File: src/rtl/pc_sequencer_if.sv
// pc_sequencer_if -- bundles the instruction-fetch handshake and the
// execute-stage control/operand signals of the PC sequencer.
//   master : the sequencer (drives fetch request, instr, pc, trap flags)
//   slave  : instruction memory plus execute stage (drives ready/rdata,
//            retire and the next-PC select inputs)
interface pc_sequencer_if;
  logic        imem_req;
  logic [31:0] imem_addr;
  logic        imem_ready;
  logic [31:0] imem_rdata;
  logic [31:0] instr;
  logic        instr_valid;
  logic [31:0] pc;
  logic [31:0] pc_plus4;
  logic        retire;
  logic        is_branch;
  logic        taken;
  logic        is_jal;
  logic        is_jalr;
  logic [31:0] imm;
  logic [31:0] rs1;
  logic        misalign;
  logic [31:0] trap_addr;

  modport master (
    output imem_req, imem_addr, instr, instr_valid, pc, pc_plus4,
           misalign, trap_addr,
    input  imem_ready, imem_rdata, retire, is_branch, taken, is_jal,
           is_jalr, imm, rs1
  );

  modport slave (
    input  imem_req, imem_addr, instr, instr_valid, pc, pc_plus4,
           misalign, trap_addr,
    output imem_ready, imem_rdata, retire, is_branch, taken, is_jal,
           is_jalr, imm, rs1
  );
endinterface

File: src/rtl/pc_sequencer.sv
// pc_sequencer -- program-counter sequencer: fetches one instruction,
// holds it until the execute stage retires it, then selects the next PC
// (jalr > jal > taken branch > pc+4). A target with bit 1 set parks the
// block in a terminal trap state with the offending address captured.
//
// Ports
//   clk    : single clock, rising edge
//   rst_n  : asynchronous active-low reset
//   bus    : pc_sequencer_if.master (fetch handshake, instr/pc outputs,
//            retire and next-PC select inputs, misalign/trap_addr)
//
// state    | meaning
// ---------+----------------------------------------------------------
// ST_BOOT  | post-reset settling; one full cycle before the first fetch
// ST_FETCH | imem_req high, waiting for imem_ready
// ST_EXEC  | instr valid, waiting for retire to pick the next pc
// ST_TRAP  | misaligned target seen; terminal until reset
module pc_sequencer #(
  parameter logic [31:0] RESET_PC = 32'h0000_0000
) (
  input  logic              clk,
  input  logic              rst_n,
  pc_sequencer_if.master    bus
);

  localparam logic [1:0] ST_BOOT  = 2'd0;
  localparam logic [1:0] ST_FETCH = 2'd1;
  localparam logic [1:0] ST_EXEC  = 2'd2;
  localparam logic [1:0] ST_TRAP  = 2'd3;

  logic [1:0]  state_q, state_d;
  logic        boot_q, boot_d;
  logic [31:0] pc_q, pc_d;
  logic [31:0] instr_q, instr_d;
  logic        valid_q, valid_d;
  logic        misalign_q, misalign_d;
  logic [31:0] trap_addr_q, trap_addr_d;
  logic [31:0] target;

  always_comb begin
    target = pc_q + 32'd4;
    if (bus.is_jalr) begin
      target = (bus.rs1 + bus.imm) & ~32'h1;
    end else if (bus.is_jal || (bus.is_branch && bus.taken)) begin
      target = pc_q + bus.imm;
    end
  end

  always_comb begin
    state_d     = state_q;
    boot_d      = boot_q;
    pc_d        = pc_q;
    instr_d     = instr_q;
    valid_d     = valid_q;
    misalign_d  = misalign_q;
    trap_addr_d = trap_addr_q;
    case (state_q)
      ST_BOOT: begin
        // boot_q marks the first edge after reset release; the second
        // edge moves to FETCH so imem_req rises there.
        if (boot_q) begin
          state_d = ST_FETCH;
        end else begin
          boot_d = 1'b1;
        end
      end
      ST_FETCH: begin
        if (bus.imem_ready) begin
          instr_d = bus.imem_rdata;
          valid_d = 1'b1;
          state_d = ST_EXEC;
        end
      end
      ST_EXEC: begin
        if (bus.retire) begin
          valid_d = 1'b0;
          if (target[1]) begin
            misalign_d  = 1'b1;
            trap_addr_d = target;
            state_d     = ST_TRAP;
          end else begin
            pc_d    = target;
            state_d = ST_FETCH;
          end
        end
      end
      default: begin
      end
    endcase
  end

  always_ff @(posedge clk or negedge rst_n) begin
    if (!rst_n) begin
      state_q     <= ST_BOOT;
      boot_q      <= 1'b0;
      pc_q        <= RESET_PC;
      instr_q     <= 32'h0;
      valid_q     <= 1'b0;
      misalign_q  <= 1'b0;
      trap_addr_q <= 32'h0;
    end else begin
      state_q     <= state_d;
      boot_q      <= boot_d;
      pc_q        <= pc_d;
      instr_q     <= instr_d;
      valid_q     <= valid_d;
      misalign_q  <= misalign_d;
      trap_addr_q <= trap_addr_d;
    end
  end

  assign bus.imem_req    = (state_q == ST_FETCH);
  assign bus.imem_addr   = pc_q;
  assign bus.instr       = instr_q;
  assign bus.instr_valid = valid_q;
  assign bus.pc          = pc_q;
  assign bus.pc_plus4    = pc_q + 32'd4;
  assign bus.misalign    = misalign_q;
  assign bus.trap_addr   = trap_addr_q;

endmodule

File: src/flat_wrapper.sv
// flat-port wrapper written by rule: the top's interface ports become plain ports
module pc_sequencer_flat 
#(
  parameter logic [31:0] RESET_PC = 32'h0000_0000
)
  (clk, rst_n, bus_imem_req, bus_imem_addr, bus_instr, bus_instr_valid, bus_pc, bus_pc_plus4, bus_misalign, bus_trap_addr, bus_imem_ready, bus_imem_rdata, bus_retire, bus_is_branch, bus_taken, bus_is_jal, bus_is_jalr, bus_imm, bus_rs1);
  pc_sequencer_if bus_i ();
  input  logic clk;
  input  logic rst_n;
  output wire logic [$bits(bus_i.imem_req)-1:0] bus_imem_req;
  output wire logic [$bits(bus_i.imem_addr)-1:0] bus_imem_addr;
  output wire logic [$bits(bus_i.instr)-1:0] bus_instr;
  output wire logic [$bits(bus_i.instr_valid)-1:0] bus_instr_valid;
  output wire logic [$bits(bus_i.pc)-1:0] bus_pc;
  output wire logic [$bits(bus_i.pc_plus4)-1:0] bus_pc_plus4;
  output wire logic [$bits(bus_i.misalign)-1:0] bus_misalign;
  output wire logic [$bits(bus_i.trap_addr)-1:0] bus_trap_addr;
  input wire logic [$bits(bus_i.imem_ready)-1:0] bus_imem_ready;
  input wire logic [$bits(bus_i.imem_rdata)-1:0] bus_imem_rdata;
  input wire logic [$bits(bus_i.retire)-1:0] bus_retire;
  input wire logic [$bits(bus_i.is_branch)-1:0] bus_is_branch;
  input wire logic [$bits(bus_i.taken)-1:0] bus_taken;
  input wire logic [$bits(bus_i.is_jal)-1:0] bus_is_jal;
  input wire logic [$bits(bus_i.is_jalr)-1:0] bus_is_jalr;
  input wire logic [$bits(bus_i.imm)-1:0] bus_imm;
  input wire logic [$bits(bus_i.rs1)-1:0] bus_rs1;
  assign bus_imem_req = bus_i.imem_req;
  assign bus_imem_addr = bus_i.imem_addr;
  assign bus_instr = bus_i.instr;
  assign bus_instr_valid = bus_i.instr_valid;
  assign bus_pc = bus_i.pc;
  assign bus_pc_plus4 = bus_i.pc_plus4;
  assign bus_misalign = bus_i.misalign;
  assign bus_trap_addr = bus_i.trap_addr;
  assign bus_i.imem_ready = bus_imem_ready;
  assign bus_i.imem_rdata = bus_imem_rdata;
  assign bus_i.retire = bus_retire;
  assign bus_i.is_branch = bus_is_branch;
  assign bus_i.taken = bus_taken;
  assign bus_i.is_jal = bus_is_jal;
  assign bus_i.is_jalr = bus_is_jalr;
  assign bus_i.imm = bus_imm;
  assign bus_i.rs1 = bus_rs1;
  pc_sequencer #(.RESET_PC(RESET_PC)) u_core (.clk(clk), .rst_n(rst_n), .bus(bus_i));
endmodule
File: config.mk
export PLATFORM = sky130hd
export DESIGN_NAME = pc_sequencer_flat
export DESIGN_NICKNAME = d
export VERILOG_FILES = /design/src/rtl/pc_sequencer_if.sv /design/src/rtl/pc_sequencer.sv /design/src/flat_wrapper.sv
export SDC_FILE = /design/constraint.sdc
export NUM_CORES = 1
export LEC_CHECK = 0
export CAP_MARGIN = 40
export CORE_ASPECT_RATIO = 1.5
export CORE_MARGIN = 5
export CORE_UTILIZATION = 49
export DETAILED_ROUTE_END_ITERATION = 10
export PLACE_DENSITY = 0.88
export SETUP_SLACK_MARGIN = 0.3
export SYNTH_ARGS = -nofsm -noshare
export SYNTH_HDL_FRONTEND = slang
export SYNTH_SLANG_ARGS = --single-unit
File: constraint.sdc
create_clock -name clk -period 3.3 [get_ports clk]
set_clock_uncertainty 0.15 [all_clocks]
set_input_delay 0.66 -clock clk [delete_from_list [all_inputs] [get_ports clk]]
set_output_delay 0.66 -clock clk [all_outputs]
set_load 0.01 [all_outputs]
==> flow_metrics.tcl <==
set metrics [dict create \
    routabilityCongestion 1.048 \
    setup_ws_ns -0.2756 \
    grt_max_degree 57 \
    synthMuxAreaShare_pct 5.376 \
    cts-root-buf "clkbuf_16" \
    layout-drive-gt1-share_pct 36.68 \
    synthSimpleGateAreaFrac_pct 19.59 \
    hold_viol_final 0 \
    avgSynthCellArea_um2 8.294 \
    yosysSeqAreaShare_pct 28.23 \
    synth_fa_ha_area_share_pct 9.782 \
    power_density_mw_per_mm2 850.7 \
    clk_latency_ns 0.36 \
    ys.flop_type "dfrtp_1" \
    fin_crit_sh_pct 108.4 \
    dieArea_mm2 0.02074 \
    arrival_ns 2.77 \
    tightest_slew_ns 0.7220 \
    vias 11530 \
    fillers 974 \
    timing.hold.ws_ns 0.1882 \
    critical_path.max_fanout 3 \
    avgViaCountPerCell 6.476 \
    clockBufferDepth 2 \
    peakVddDrop_v 0.0006344 \
    synth-seq-cells 99 \
    initial_core_util_pct 49.32 \
    die-width_um 119.3 \
    path_class "reg2out" \
    violations "setup timing" \
    min_period_ns 3.576 \
    synth_cell_types 84 \
    finalSetupViolations 9 \
    start_kind "flip-flop" \
    slew_violations 0 \
    grt_pass1_vias 11550 \
    cts_made_buffers 9 \
    p_total_mw 12.87 \
    crit_path_end_kind "primary output" \
    wl_per_cell_um 25.38 \
    track_usage_pct 38.02 \
    synth_xor_area_share_pct 6.174 \
    synth-async-reset-ratio_pct 100.0 \
    core_mm2 0.01779 \
    port_buffers 263 \
    antenna_found_initial 1 \
    syn_inst 1058 \
    grt_pass1_wl_um 61740 \
    nets 1729 \
    run_status "complete, but fails checks" \
    cts_tree "yes" \
    synth_compound_area_share_pct 24.08 \
    cts_hold_buf 0 \
    fp.dieH_um 173.9 \
    synth_top_family_by_area "compound AO/OA/AOI/OAI gates" \
    design.portCount 267 \
    hpwl_um 31010 \
    yosysWarningCount 0 \
    relSlewSlack_pct 51.87 \
    h-tree-depth 3 \
    critPathRequiredTime_ns 2.49 \
    mappedNetlistArea_mm2 0.008775 \
    post-route-drc-count 0 \
    fp-row-count 60 \
    first_pass_iters 8 \
    fin_tns_setup_ns -1.818 \
    synth_edf_count 0 \
    fmax_ghz 0.2797 \
    ant_nets 0 \
    routed_wl_um 45180 \
    rsz0062_at_grt "true" \
    drt_iter0_markers 1204 \
    p_leak_nw 6.681 \
    hold_class "in2async" \
    reg2regPathDepth 12 \
    cts.clk_slew.worst_paths_ns 0.08 \
    clock_sinks 99 \
    cap_violations 0 \
    synthToLayoutAreaGrowth_pct 72.47 \
    grt_overflow 0 \
]
[area by class of cell]
cell class | instances | area, um^2 | share of cell area (%)
Multi-Input combinational cell | 848 | 7024 | 46.42
Antenna cell | 1 | 2.502 | 0.01654
Tap cell | 217 | 271.5 | 1.794
Sequential cell | 99 | 2480 | 16.39
Clock buffer | 10 | 239.0 | 1.579
Timing Repair Buffer | 569 | 4946 | 32.68
Inverter | 30 | 112.6 | 0.7441
Clock inverter | 6 | 57.56 | 0.3803
[final timing paths]
kind                                                           start                              endpoint  slack (ns)
worst min register to register  u_core.bus.trap_addr[29]$_DFFE_PN0P_  u_core.bus.trap_addr[29]$_DFFE_PN0P_        0.34
min in group clk                u_core.bus.trap_addr[29]$_DFFE_PN0P_  u_core.bus.trap_addr[29]$_DFFE_PN0P_        0.34
max in group asynchronous                                      rst_n   u_core.bus.imem_addr[5]$_DFFE_PN0P_        2.06
worst max register to register  u_core.bus.imem_addr[18]$_DFFE_PN0P_  u_core.bus.trap_addr[31]$_DFFE_PN0P_        0.02
worst min-delay path                                           rst_n       u_core.bus.instr[6]$_DFFE_PN0P_        0.19
worst max-delay path            u_core.bus.imem_addr[18]$_DFFE_PN0P_                      bus_pc_plus4[27]       -0.28
[synth_stat cells, types with 7 or more instances]
| library cell | n | area [um^2] |
|---|---|---|
| nand2_1 | 124 | 465.5 |
| dfrtp_1 | 99 | 2477 |
| a21oi_1 | 81 | 405.4 |
| o21ai_0 | 69 | 345.3 |
| ha_1 | 67 | 838.3 |
| nor2_1 | 58 | 217.7 |
| xnor2_1 | 39 | 341.6 |
| buf_4 | 37 | 277.8 |
| clkbuf_1 | 37 | 138.9 |
| mux2_2 | 33 | 371.6 |
| nand3_1 | 30 | 150.1 |
| inv_1 | 29 | 108.9 |
| nand4_1 | 28 | 175.2 |
| nor3_1 | 26 | 130.1 |
| xor2_1 | 21 | 183.9 |
| a21o_1 | 20 | 150.1 |
| o31ai_1 | 17 | 127.6 |
| a211oi_1 | 16 | 120.1 |
| o21ai_1 | 16 | 80.08 |
| o211ai_1 | 14 | 105.1 |
| a31oi_1 | 13 | 81.33 |
| o21bai_1 | 11 | 82.58 |
| or3_1 | 11 | 68.82 |
| mux2i_1 | 10 | 100.1 |
| o21a_1 | 9 | 67.56 |
| and3_1 | 8 | 50.05 |
| nand2b_1 | 8 | 50.05 |
| and2_1 | 7 | 43.79 |
[cell usage in the layout (no fill, tap or decap), types with 9 or more instances in the layout]
master,Yosys,final
clkbuf_16,0,9
dfrtp_1,99,97
a21oi_2,1,15
buf_4,37,293
clkbuf_2,0,12
buf_6,0,11
o21bai_1,11,10
xnor2_1,39,26
o21ai_2,0,11
dlymetal6s2s_1,0,10
mux2_2,33,33
nor2_1,58,55
nand2_1,124,120
clkdlybuf4s50_1,0,198
xor2_1,21,18
inv_1,29,28
a21o_1,20,19
nand3_2,4,13
o21ai_1,16,18
o211ai_1,14,14
nand4_1,28,28
a21oi_1,81,65
xnor2_2,0,11
o31ai_1,17,14
o21ai_0,69,54
nor3_1,26,17
or3_1,11,9
ha_1,67,25
ha_4,0,36
o21a_1,9,9
dlygate4sd2_1,0,32
nand3_1,30,19
[cell families after synthesis]
family | count (synthesis)
AOI/OAI and AO/OA | 328
xor gates and xnor gates | 61
adders and majority gates | 68
buffers and inverters | 113
DFF | 99
muxes | 43
other | 1
and+or+nand+nor | 345
[timing repair]
| item | CTS | global route |
|---|---|---|
| pin swaps | 62 | 80 |
| gates cloned | 0 | 0 |
| resized for setup | 200 | 154 |
| buffers inserted | 24 | 28 |
| setup endpoints to repair | 74 | 65 |
[report_power, final]
part           leakage, nW  total [mW]  switching, mW  internal, mW
Combinational         5.34        9.49           4.73          4.76
Clock                0.147        1.08          0.533         0.550
Sequential            1.20        2.31          0.511          1.79
[worst max-delay path: stages (launching register included)]
cell	delay, ns
dfrtp_1	0.51
and4_4	0.31
nor4b_4	0.59
buf_4	0.23
nand4_1	0.15
or2_1	0.28
xnor2_2	0.16
buf_2	0.17
[routing by layer]
metal	GRT usage (%)	up-vias	wire length, um
met5	0	-	0
met1	36.51	5334	13450
li1	-	4873	-
met2	66.97	927	21810
met4	35.43	0	5507
met3	7.324	393	4416
[sequential cells by signal (all words and copies together) (netlist names)]
signal	cells
u_core.bus.instr	32
u_core.bus.trap_addr	32
u_core.bus.imem_addr	31
u_core.state_q	2
u_core.boot_q	1
u_core.bus.instr_valid	1
[stage by stage]
| stage | utilization [%] | std cells | worst slack (ns) | area [um^2] |
|---|---|---|---|---|
| finish | 85.06 | 1780 | -0.2756 | 15130 |
| global route | 85.04 | 1779 | -0.2761 | 15130 |
| CTS | 80.53 | 1750 | 0.08453 | 14330 |
| detailed placement | 74.02 | 1710 | -0.4409 | 13170 |
| global placement | 74.02 | 1710 | -0.3898 | 13170 |
| floorplan | - | 1060 | 0.3402 | 8782 |
Note: power is estimated with default switching activity, not from simulation.
